==> src/rtl/spi_rx_fifo_buffer_pkg.sv <==
// rtl/spi_rx_fifo_buffer_pkg.sv - register map, field positions and bus state type
package spi_rx_pkg;

  // Word offsets inside the register window
  localparam logic [7:0] OFF_STATUS = 8'h00;
  localparam logic [7:0] OFF_CTRL   = 8'h04;
  localparam logic [7:0] OFF_POP    = 8'h08;
  localparam logic [7:0] OFF_CLEAR  = 8'h0C;
  localparam logic [7:0] OFF_DATA   = 8'h10;

  // STATUS fields
  localparam int STATUS_NOT_EMPTY = 0;
  localparam int STATUS_FULL      = 1;
  localparam int STATUS_OVF       = 2;
  localparam int STATUS_COUNT_LSB = 8;

  // CTRL fields
  localparam int CTRL_IRQ_EN     = 0;
  localparam int CTRL_OVF_IRQ_EN = 1;
  localparam int CTRL_THR_LSB    = 8;

  // CLEAR command bits
  localparam int CLEAR_OVF   = 0;
  localparam int CLEAR_FLUSH = 1;

  // Bus slave: ACK drives mem_ready, HOLD waits for the master to drop a held request
  typedef enum logic [1:0] {
    BUS_IDLE,
    BUS_ACK,
    BUS_HOLD
  } bus_state_t;

endpackage

==> src/rtl/spi_rx_fifo_buffer_if.sv <==
// rtl/spi_rx_fifo_buffer_if.sv - PicoRV32 native memory bus bundle
interface spi_rx_fifo_buffer_if;
  logic        mem_valid;
  logic        mem_ready;
  logic [31:0] mem_addr;
  logic [31:0] mem_wdata;
  logic [3:0]  mem_wstrb;
  logic [31:0] mem_rdata;

  modport master (
    output mem_valid, mem_addr, mem_wdata, mem_wstrb,
    input  mem_ready, mem_rdata
  );

  modport slave (
    input  mem_valid, mem_addr, mem_wdata, mem_wstrb,
    output mem_ready, mem_rdata
  );
endinterface

==> src/rtl/spi_rx_fifo_buffer_core.sv <==
// rtl/spi_rx_fifo_buffer_core.sv - synchronous FIFO with push/pop/flush and head output
module rx_fifo_core #(
  parameter int WIDTH = 128,
  parameter int DEPTH = 4
) (
  input  logic                       clk,
  input  logic                       resetn,
  input  logic                       push,
  input  logic [WIDTH-1:0]           push_data,
  input  logic                       pop,
  input  logic                       flush,
  output logic [WIDTH-1:0]           head,
  output logic [$clog2(DEPTH):0]     count,
  output logic                       full,
  output logic                       empty,
  output logic                       overrun
);
  localparam int AW = $clog2(DEPTH);
  localparam int CW = AW + 1;

  logic [WIDTH-1:0] mem [DEPTH];
  logic [AW-1:0]    wr_ptr;
  logic [AW-1:0]    rd_ptr;
  logic             pop_ok;
  logic             push_ok;

  assign empty = (count == '0);
  assign full  = (count == CW'(DEPTH));

  // Flush beats everything; a pop on a full FIFO frees the slot for a same-cycle push
  assign pop_ok  = pop && !empty && !flush;
  assign push_ok = push && (!full || pop_ok) && !flush;
  assign overrun = push && !push_ok && !flush;

  assign head = mem[rd_ptr];

  // Block storage; readers gate on empty so no reset is needed
  always_ff @(posedge clk) begin
    if (resetn && push_ok) begin
      mem[wr_ptr] <= push_data;
    end
  end

  // Pointers wrap naturally because DEPTH is a power of two
  always_ff @(posedge clk) begin
    if (!resetn || flush) begin
      wr_ptr <= '0;
      rd_ptr <= '0;
      count  <= '0;
    end else begin
      if (push_ok) wr_ptr <= wr_ptr + AW'(1);
      if (pop_ok)  rd_ptr <= rd_ptr + AW'(1);
      count <= count + CW'(push_ok) - CW'(pop_ok);
    end
  end

endmodule

==> src/rtl/spi_rx_fifo_buffer.sv <==
// rtl/spi_rx_fifo_buffer.sv - memory-mapped SPI receive FIFO with status, control and IRQ
module spi_rx_fifo_buffer
  import spi_rx_pkg::*;
#(
  parameter logic [31:0] BASE_ADDR  = 32'h3000_0000,
  parameter int          DATA_WORDS = 4,
  parameter int          DEPTH      = 4
) (
  input  logic                    clk,
  input  logic                    resetn,
  spi_rx_fifo_buffer_if.slave     bus,
  input  logic [32*DATA_WORDS-1:0] spi_rx_data,
  input  logic                    spi_rx_valid,
  output logic                    irq_rx
);
  localparam int CW        = $clog2(DEPTH) + 1;
  localparam int WIN_BYTES = 16 + 4 * DATA_WORDS;

  logic [31:0]              offset;
  logic                     in_window;
  logic [7:0]               word_off;
  logic                     is_write;
  bus_state_t               state;
  bus_state_t               state_next;
  logic                     accept;
  logic                     do_pop;
  logic                     do_clear;
  logic                     clr_ovf;
  logic                     flush;
  logic                     ctrl_wr;
  logic [32*DATA_WORDS-1:0] head;
  logic [CW-1:0]            count;
  logic [7:0]               count_ext;
  logic                     full;
  logic                     empty;
  logic                     overrun;
  logic                     irq_en;
  logic                     ovf_irq_en;
  logic [7:0]               threshold;
  logic                     overflow;
  logic [31:0]              rd_value;
  logic                     unused_bits;

  // Subtracting the base makes addresses below the window wrap to huge offsets
  assign offset    = bus.mem_addr - BASE_ADDR;
  assign in_window = (offset < 32'(WIN_BYTES));
  assign word_off  = {offset[7:2], 2'b00};
  assign is_write  = |bus.mem_wstrb;
  assign count_ext = 8'(count);

  assign unused_bits = ^{offset[1:0], bus.mem_wdata[31:16], bus.mem_wdata[7:2]};

  // Bus handshake state register
  always_ff @(posedge clk) begin
    if (!resetn) state <= BUS_IDLE;
    else         state <= state_next;
  end

  // Accept once per request; a master holding mem_valid is parked in HOLD until it lets go
  always_comb begin
    state_next = state;
    accept     = 1'b0;
    case (state)
      BUS_IDLE: begin
        if (bus.mem_valid && in_window) begin
          accept     = 1'b1;
          state_next = BUS_ACK;
        end
      end
      BUS_ACK:  state_next = bus.mem_valid ? BUS_HOLD : BUS_IDLE;
      BUS_HOLD: if (!bus.mem_valid || !in_window) state_next = BUS_IDLE;
      default:  state_next = BUS_IDLE;
    endcase
  end

  assign bus.mem_ready = (state == BUS_ACK);

  assign do_pop   = accept && is_write && (word_off == OFF_POP);
  assign do_clear = accept && is_write && (word_off == OFF_CLEAR);
  assign ctrl_wr  = accept && is_write && (word_off == OFF_CTRL);
  assign clr_ovf  = do_clear && bus.mem_wdata[CLEAR_OVF];
  assign flush    = do_clear && bus.mem_wdata[CLEAR_FLUSH];

  rx_fifo_core #(
    .WIDTH (32 * DATA_WORDS),
    .DEPTH (DEPTH)
  ) u_fifo (
    .clk       (clk),
    .resetn    (resetn),
    .push      (spi_rx_valid),
    .push_data (spi_rx_data),
    .pop       (do_pop),
    .flush     (flush),
    .head      (head),
    .count     (count),
    .full      (full),
    .empty     (empty),
    .overrun   (overrun)
  );

  // Register read mux; write-only and empty data words read as zero
  always_comb begin
    rd_value = '0;
    case (word_off)
      OFF_STATUS: begin
        rd_value[STATUS_NOT_EMPTY]          = !empty;
        rd_value[STATUS_FULL]               = full;
        rd_value[STATUS_OVF]                = overflow;
        rd_value[STATUS_COUNT_LSB +: 8]     = count_ext;
      end
      OFF_CTRL: begin
        rd_value[CTRL_IRQ_EN]               = irq_en;
        rd_value[CTRL_OVF_IRQ_EN]           = ovf_irq_en;
        rd_value[CTRL_THR_LSB +: 8]         = threshold;
      end
      default: begin
        for (int i = 0; i < DATA_WORDS; i++) begin
          if (word_off == 8'(OFF_DATA + 4 * i) && !empty) begin
            rd_value = head[32*i +: 32];
          end
        end
      end
    endcase
  end

  // Read data is captured at the accept edge so it lines up with mem_ready
  always_ff @(posedge clk) begin
    if (!resetn)                 bus.mem_rdata <= '0;
    else if (accept && !is_write) bus.mem_rdata <= rd_value;
    else if (accept)             bus.mem_rdata <= '0;
  end

  // Control register; a zero threshold would make the level IRQ meaningless, so it becomes 1
  always_ff @(posedge clk) begin
    if (!resetn) begin
      irq_en     <= 1'b0;
      ovf_irq_en <= 1'b0;
      threshold  <= 8'd1;
    end else if (ctrl_wr) begin
      irq_en     <= bus.mem_wdata[CTRL_IRQ_EN];
      ovf_irq_en <= bus.mem_wdata[CTRL_OVF_IRQ_EN];
      threshold  <= (bus.mem_wdata[CTRL_THR_LSB +: 8] == 8'd0) ? 8'd1
                                                            : bus.mem_wdata[CTRL_THR_LSB +: 8];
    end
  end

  // Sticky overflow; a fresh drop in the same cycle as a clear keeps it set
  always_ff @(posedge clk) begin
    if (!resetn)      overflow <= 1'b0;
    else if (overrun) overflow <= 1'b1;
    else if (clr_ovf) overflow <= 1'b0;
  end

  // Registered level interrupt from the current fill level and overflow flag
  always_ff @(posedge clk) begin
    if (!resetn) irq_rx <= 1'b0;
    else         irq_rx <= (irq_en && (count_ext >= threshold)) || (ovf_irq_en && overflow);
  end

endmodule

==> src/flat_wrapper.sv <==
// flat-port wrapper written by rule: the top's interface ports become plain ports
module spi_rx_fifo_buffer_flat import spi_rx_pkg::*;
#(
  parameter logic [31:0] BASE_ADDR  = 32'h3000_0000,
  parameter int          DATA_WORDS = 4,
  parameter int          DEPTH      = 4
)
  (clk, resetn, spi_rx_data, spi_rx_valid, irq_rx, bus_mem_valid, bus_mem_addr, bus_mem_wdata, bus_mem_wstrb, bus_mem_ready, bus_mem_rdata);
  spi_rx_fifo_buffer_if bus_i ();
  input  logic clk;
  input  logic resetn;
  input  logic [32*DATA_WORDS-1:0] spi_rx_data;
  input  logic spi_rx_valid;
  output logic irq_rx;
  input wire logic [$bits(bus_i.mem_valid)-1:0] bus_mem_valid;
  input wire logic [$bits(bus_i.mem_addr)-1:0] bus_mem_addr;
  input wire logic [$bits(bus_i.mem_wdata)-1:0] bus_mem_wdata;
  input wire logic [$bits(bus_i.mem_wstrb)-1:0] bus_mem_wstrb;
  output wire logic [$bits(bus_i.mem_ready)-1:0] bus_mem_ready;
  output wire logic [$bits(bus_i.mem_rdata)-1:0] bus_mem_rdata;
  assign bus_i.mem_valid = bus_mem_valid;
  assign bus_i.mem_addr = bus_mem_addr;
  assign bus_i.mem_wdata = bus_mem_wdata;
  assign bus_i.mem_wstrb = bus_mem_wstrb;
  assign bus_mem_ready = bus_i.mem_ready;
  assign bus_mem_rdata = bus_i.mem_rdata;
  spi_rx_fifo_buffer #(.BASE_ADDR(BASE_ADDR), .DATA_WORDS(DATA_WORDS), .DEPTH(DEPTH)) u_core (.clk(clk), .resetn(resetn), .bus(bus_i), .spi_rx_data(spi_rx_data), .spi_rx_valid(spi_rx_valid), .irq_rx(irq_rx));
endmodule
==> config.mk <==
export PLATFORM = sky130hd
export DESIGN_NAME = spi_rx_fifo_buffer_flat
export DESIGN_NICKNAME = d
export VERILOG_FILES = /design/src/rtl/spi_rx_fifo_buffer_pkg.sv /design/src/rtl/spi_rx_fifo_buffer_if.sv /design/src/rtl/spi_rx_fifo_buffer_core.sv /design/src/rtl/spi_rx_fifo_buffer.sv /design/src/flat_wrapper.sv
export SDC_FILE = /design/constraint.sdc
export NUM_CORES = 1
export LEC_CHECK = 0
export BUFFER_PORTS_ARGS = -buffer_cell sky130_fd_sc_hd__buf_2
export CAP_MARGIN = 15
export CORE_UTILIZATION = 58
export DETAILED_ROUTE_END_ITERATION = 8
export PLACE_DENSITY = 0.79
export RECOVER_POWER = 100
export SLEW_MARGIN = 20
export SYNTH_ARGS = -nofsm -noshare
export SYNTH_HDL_FRONTEND = slang
export SYNTH_HIERARCHICAL = 1
export SYNTH_SLANG_ARGS = --single-unit
==> constraint.sdc <==
create_clock -name clk -period 8.9 [get_ports clk]
set_input_delay 2.67 -clock clk [delete_from_list [all_inputs] [get_ports clk]]
set_output_delay 2.67 -clock clk [all_outputs]
set_load 0.1 [all_outputs]
==> impl_metrics.csv <==
group,metric,value,unit
sta,finalSetupViolations,0,
run_status,status,"finished with violations",
drt,drt_iter0_markers,763,
logic_synthesis,yosys_register_bits,567,
setup_path,critPathArrivalTime,7.30,ns
drt,postRouteAntennaNets,0,
drt,vias,10687,
floorplan,fp.coreArea,36900,um2
setup_path,required,9.32,ns
layout,layout-drive-gt1-share,22.0,%
clock_network,cts_sinks,567,
drt,viasPerCell,5.94,
global_route,grt_usage,23.2,%
logic_synthesis,synth_area,21900,um2
clock_network,htreeDepth,2,
clock_network,clock_latency,0.59,ns
setup_path,cp-end-kind,"flop",
logic_synthesis,yosysUniqueCellTypes,51,
floorplan,rows,70,
drt,post_drt_wl_per_cell,23.9,um
clock_network,cts_tree,"yes",
hold_path,hold_path.class,"reg2reg",
clock_network,cts_max_path_buffers,3,
drt,first_pass_iters,4,
sta,drv_slew,184,
run_status,violations,"capacitance limit, slew limit",
layout,syn2layout_area_growth,13.6,%
sta,layout_setup_ws,2.02,ns
place,hpwl,24.7,mm
layout,design_area,24900,um2
logic_synthesis,synth_nets,1228,
place,placed_cell_area,23300,um2
setup_path,path_cells,"clkbuf_1, inv_1, or3_2, nor4_1, nor3b_1, o21ai_1",
global_route,grt_pass1_wl,65.3,mm
floorplan,die_height,196,um
pwr,p_per_area,226,nW/um2
global_route,grt_max_degree,75,
sta,finalHoldViolations,0,
place,dp_slack,2.34,ns
logic_synthesis,yosysTopAreaCellShare,70.2,%
place,dp.cells,1693,
setup_path,critPathMaxFanout,28,
layout,fin_util,67.4,%
floorplan,initial_utilization,59.4,%
setup_path,cp-start-kind,"primary input",
place,gp_congestion,0.788,
logic_synthesis,async_flop_share,0,%
clock_network,cts_made_buffers,55,
layout,fin_cells,1800,
setup_path,cpPeakStageDelay,1.96,ns
place,port_buffers,209,
sta,setup_tns,0,ns
layout,layout.nets,1456,
logic_synthesis,ys.warnings.count,6,
logic_synthesis,synth_cells,1018,
global_route,gr-total-overflow,0,
clock_network,cts_setup_buffers,0,
clock_network,cts_resized,0,
clock_network,cts-root-buf,"clkbuf_16",
hold_path,hp-start,"u_core/bus.mem_rdata[17]",
logic_synthesis,syn_area_per_cell,21.5,um2
logic_synthesis,synth_top_cell_by_area,"edfxtp_1",
pwr,ir_drop,0.198,mV
floorplan,fp.dieW,196,um
drt,wirelength,43.0,mm
clock_network,clk_pin_slew,0.06,ns
floorplan,io_pins,234,
sta,post-route-period-util,77.3,%
logic_synthesis,yosys.cell_count.top_type,"edfxtp_1",
sta,period_needed,6.88,ns
setup_path,crit_slowest_cell,"nor4_1",
logic_synthesis,synth_area_leaders,"edfxtp_1 (70%), mux4_2 (14%), dfxtp_1 (5.0%)",
flow_run,maxCapViolCount,7,
global_route,grt_antenna_before_repair,5,
sta,clock_skew,0.0179,ns
sta,rsz0062_at_grt,"no",
sta,fmax,145,MHz
logic_synthesis,ys_dominant_reg_cell,"edfxtp_1",
sta,relSlewSlack,-113,%
drt,drc_errors,0,
logic_synthesis,synthTopCellsByCount,"edfxtp_1 (512), mux4_2 (140), o21ai_0 (62), dfxtp_1 (55), mux2i_1 (34)",
global_route,grt_pass1_vias,11277,
logic_synthesis,synth-edff-count,512,
pwr,leakage,0.00769,uW
setup_path,crit_type,"in2reg",
floorplan,dieArea,38500,um2
setup_path,crit_start,"bus_mem_addr[2]",
clock_network,hold_buffers,0,
sta,worstMarginPinSlew,3.18,ns
logic_synthesis,ys_seq_area_share,75.3,%
setup_path,r2r-start,"u_core/state[0]",
-- critical path, delay by kind of cell --
family | cells | cell delay, ns
simple gates | 3 | 2.80
buf+inv | 2 | 1.72
compound gates | 1 | 0.08
-- sequential cells by signal, indices dropped and copies added (netlist names), named ones only --
signal	flops
u_core/state	2
u_core/u_fifo/rd_ptr	2
u_core/u_fifo/count	3
u_core/u_fifo/wr_ptr	2
u_core/irq_rx	1
u_core/overflow	1
u_core/bus.mem_rdata	32
u_core/u_fifo/mem	512
u_core/threshold	8
u_core/irq_en	1
u_core/ovf_irq_en	1
-- per-stage QoR --
stage,hold WS (ns),total power (uW)
2_1_floorplan,0.484,3280
5_1_grt,0.477,5790
4_1_cts,0.460,5670
3_3_place_gp,0.441,3390
3_5_place_dp,0.441,3410
6_report,0.464,5610
-- cell usage in the layout, fill, tap and decap left out, drive strengths merged, types with 2 or more instances in the layout --
cell type,synthesis,final
dfxtp,55,55
nand4b,2,2
and4,2,2
inv,10,11
diode,0,4
nand2,2,2
o31ai,2,2
nor4,8,8
xnor2,2,2
nand4,3,3
nor3,4,4
nor4b,2,2
nand2b,3,3
o2bb2ai,31,31
clkinv,0,17
mux4,140,140
ha,9,9
and2,4,4
or3,4,4
o21ai,63,63
a22oi,5,5
buf,38,58
clkbuf,16,248
nor2b,14,14
a21oi,9,9
nor2,15,15
nand3,4,4
nor3b,4,4
xor2,2,2
mux2i,34,34
bufinv,0,4
edfxtp,512,512
and3,6,6
-- routing by layer --
layer / track usage [%] / vias to the layer above / wire length [um]
met2: 38.0 / 373 / 21400
met1: 31.5 / 5520 / 17800
met5: 0 / - / 29
met3: 5.14 / 50 / 3060
li1: - / 4740 / -
met4: 6.92 / 4 / 661
-- worst paths after layout --
kind	end	slack, ns	cells after the start
setup / recovery	u_core/threshold[0]	2.02	6
hold reg to reg	u_core/bus.mem_rdata[17]	0.46	1
hold / removal	u_core/bus.mem_rdata[17]	0.46	1
setup reg to reg	u_core/u_fifo/mem[3][122]	4.19	9
-- layout make-up --
type	instances	area, um2
Antenna cell	4	10.0
Clock buffer	81	1580
Clock inverter	22	210
Fill cell	2435	12000
Inverter	10	37.5
Multi-Input combinational cell	387	4930
Sequential cell	567	16500
Tap cell	504	631
Timing Repair Buffer	225	988
-- report_power, final --
part           total (uW)  switching (uW)  internal (uW)  leakage, uW
Clock                2270             928           1340     0.000872
Combinational         285             171            114      0.00173
Sequential           3060            32.2           3020      0.00509
Total                5610            1130           4480      0.00769
-- logic make-up (layout without fill, tap and decap cells) --
family | count (synthesis) | in the layout | synth area share (%)
xor+xnor | 4 | 4 | 0.160
other cells | 0 | 4 | 0
simple gates | 84 | 84 | 2.54
mux | 174 | 174 | 16.0
compound gates | 115 | 115 | 3.31
fa+ha+maj | 10 | 10 | 0.606
buf+inv | 64 | 338 | 2.16
flops | 567 | 567 | 75.3
(Power assumes the default switching activity.)
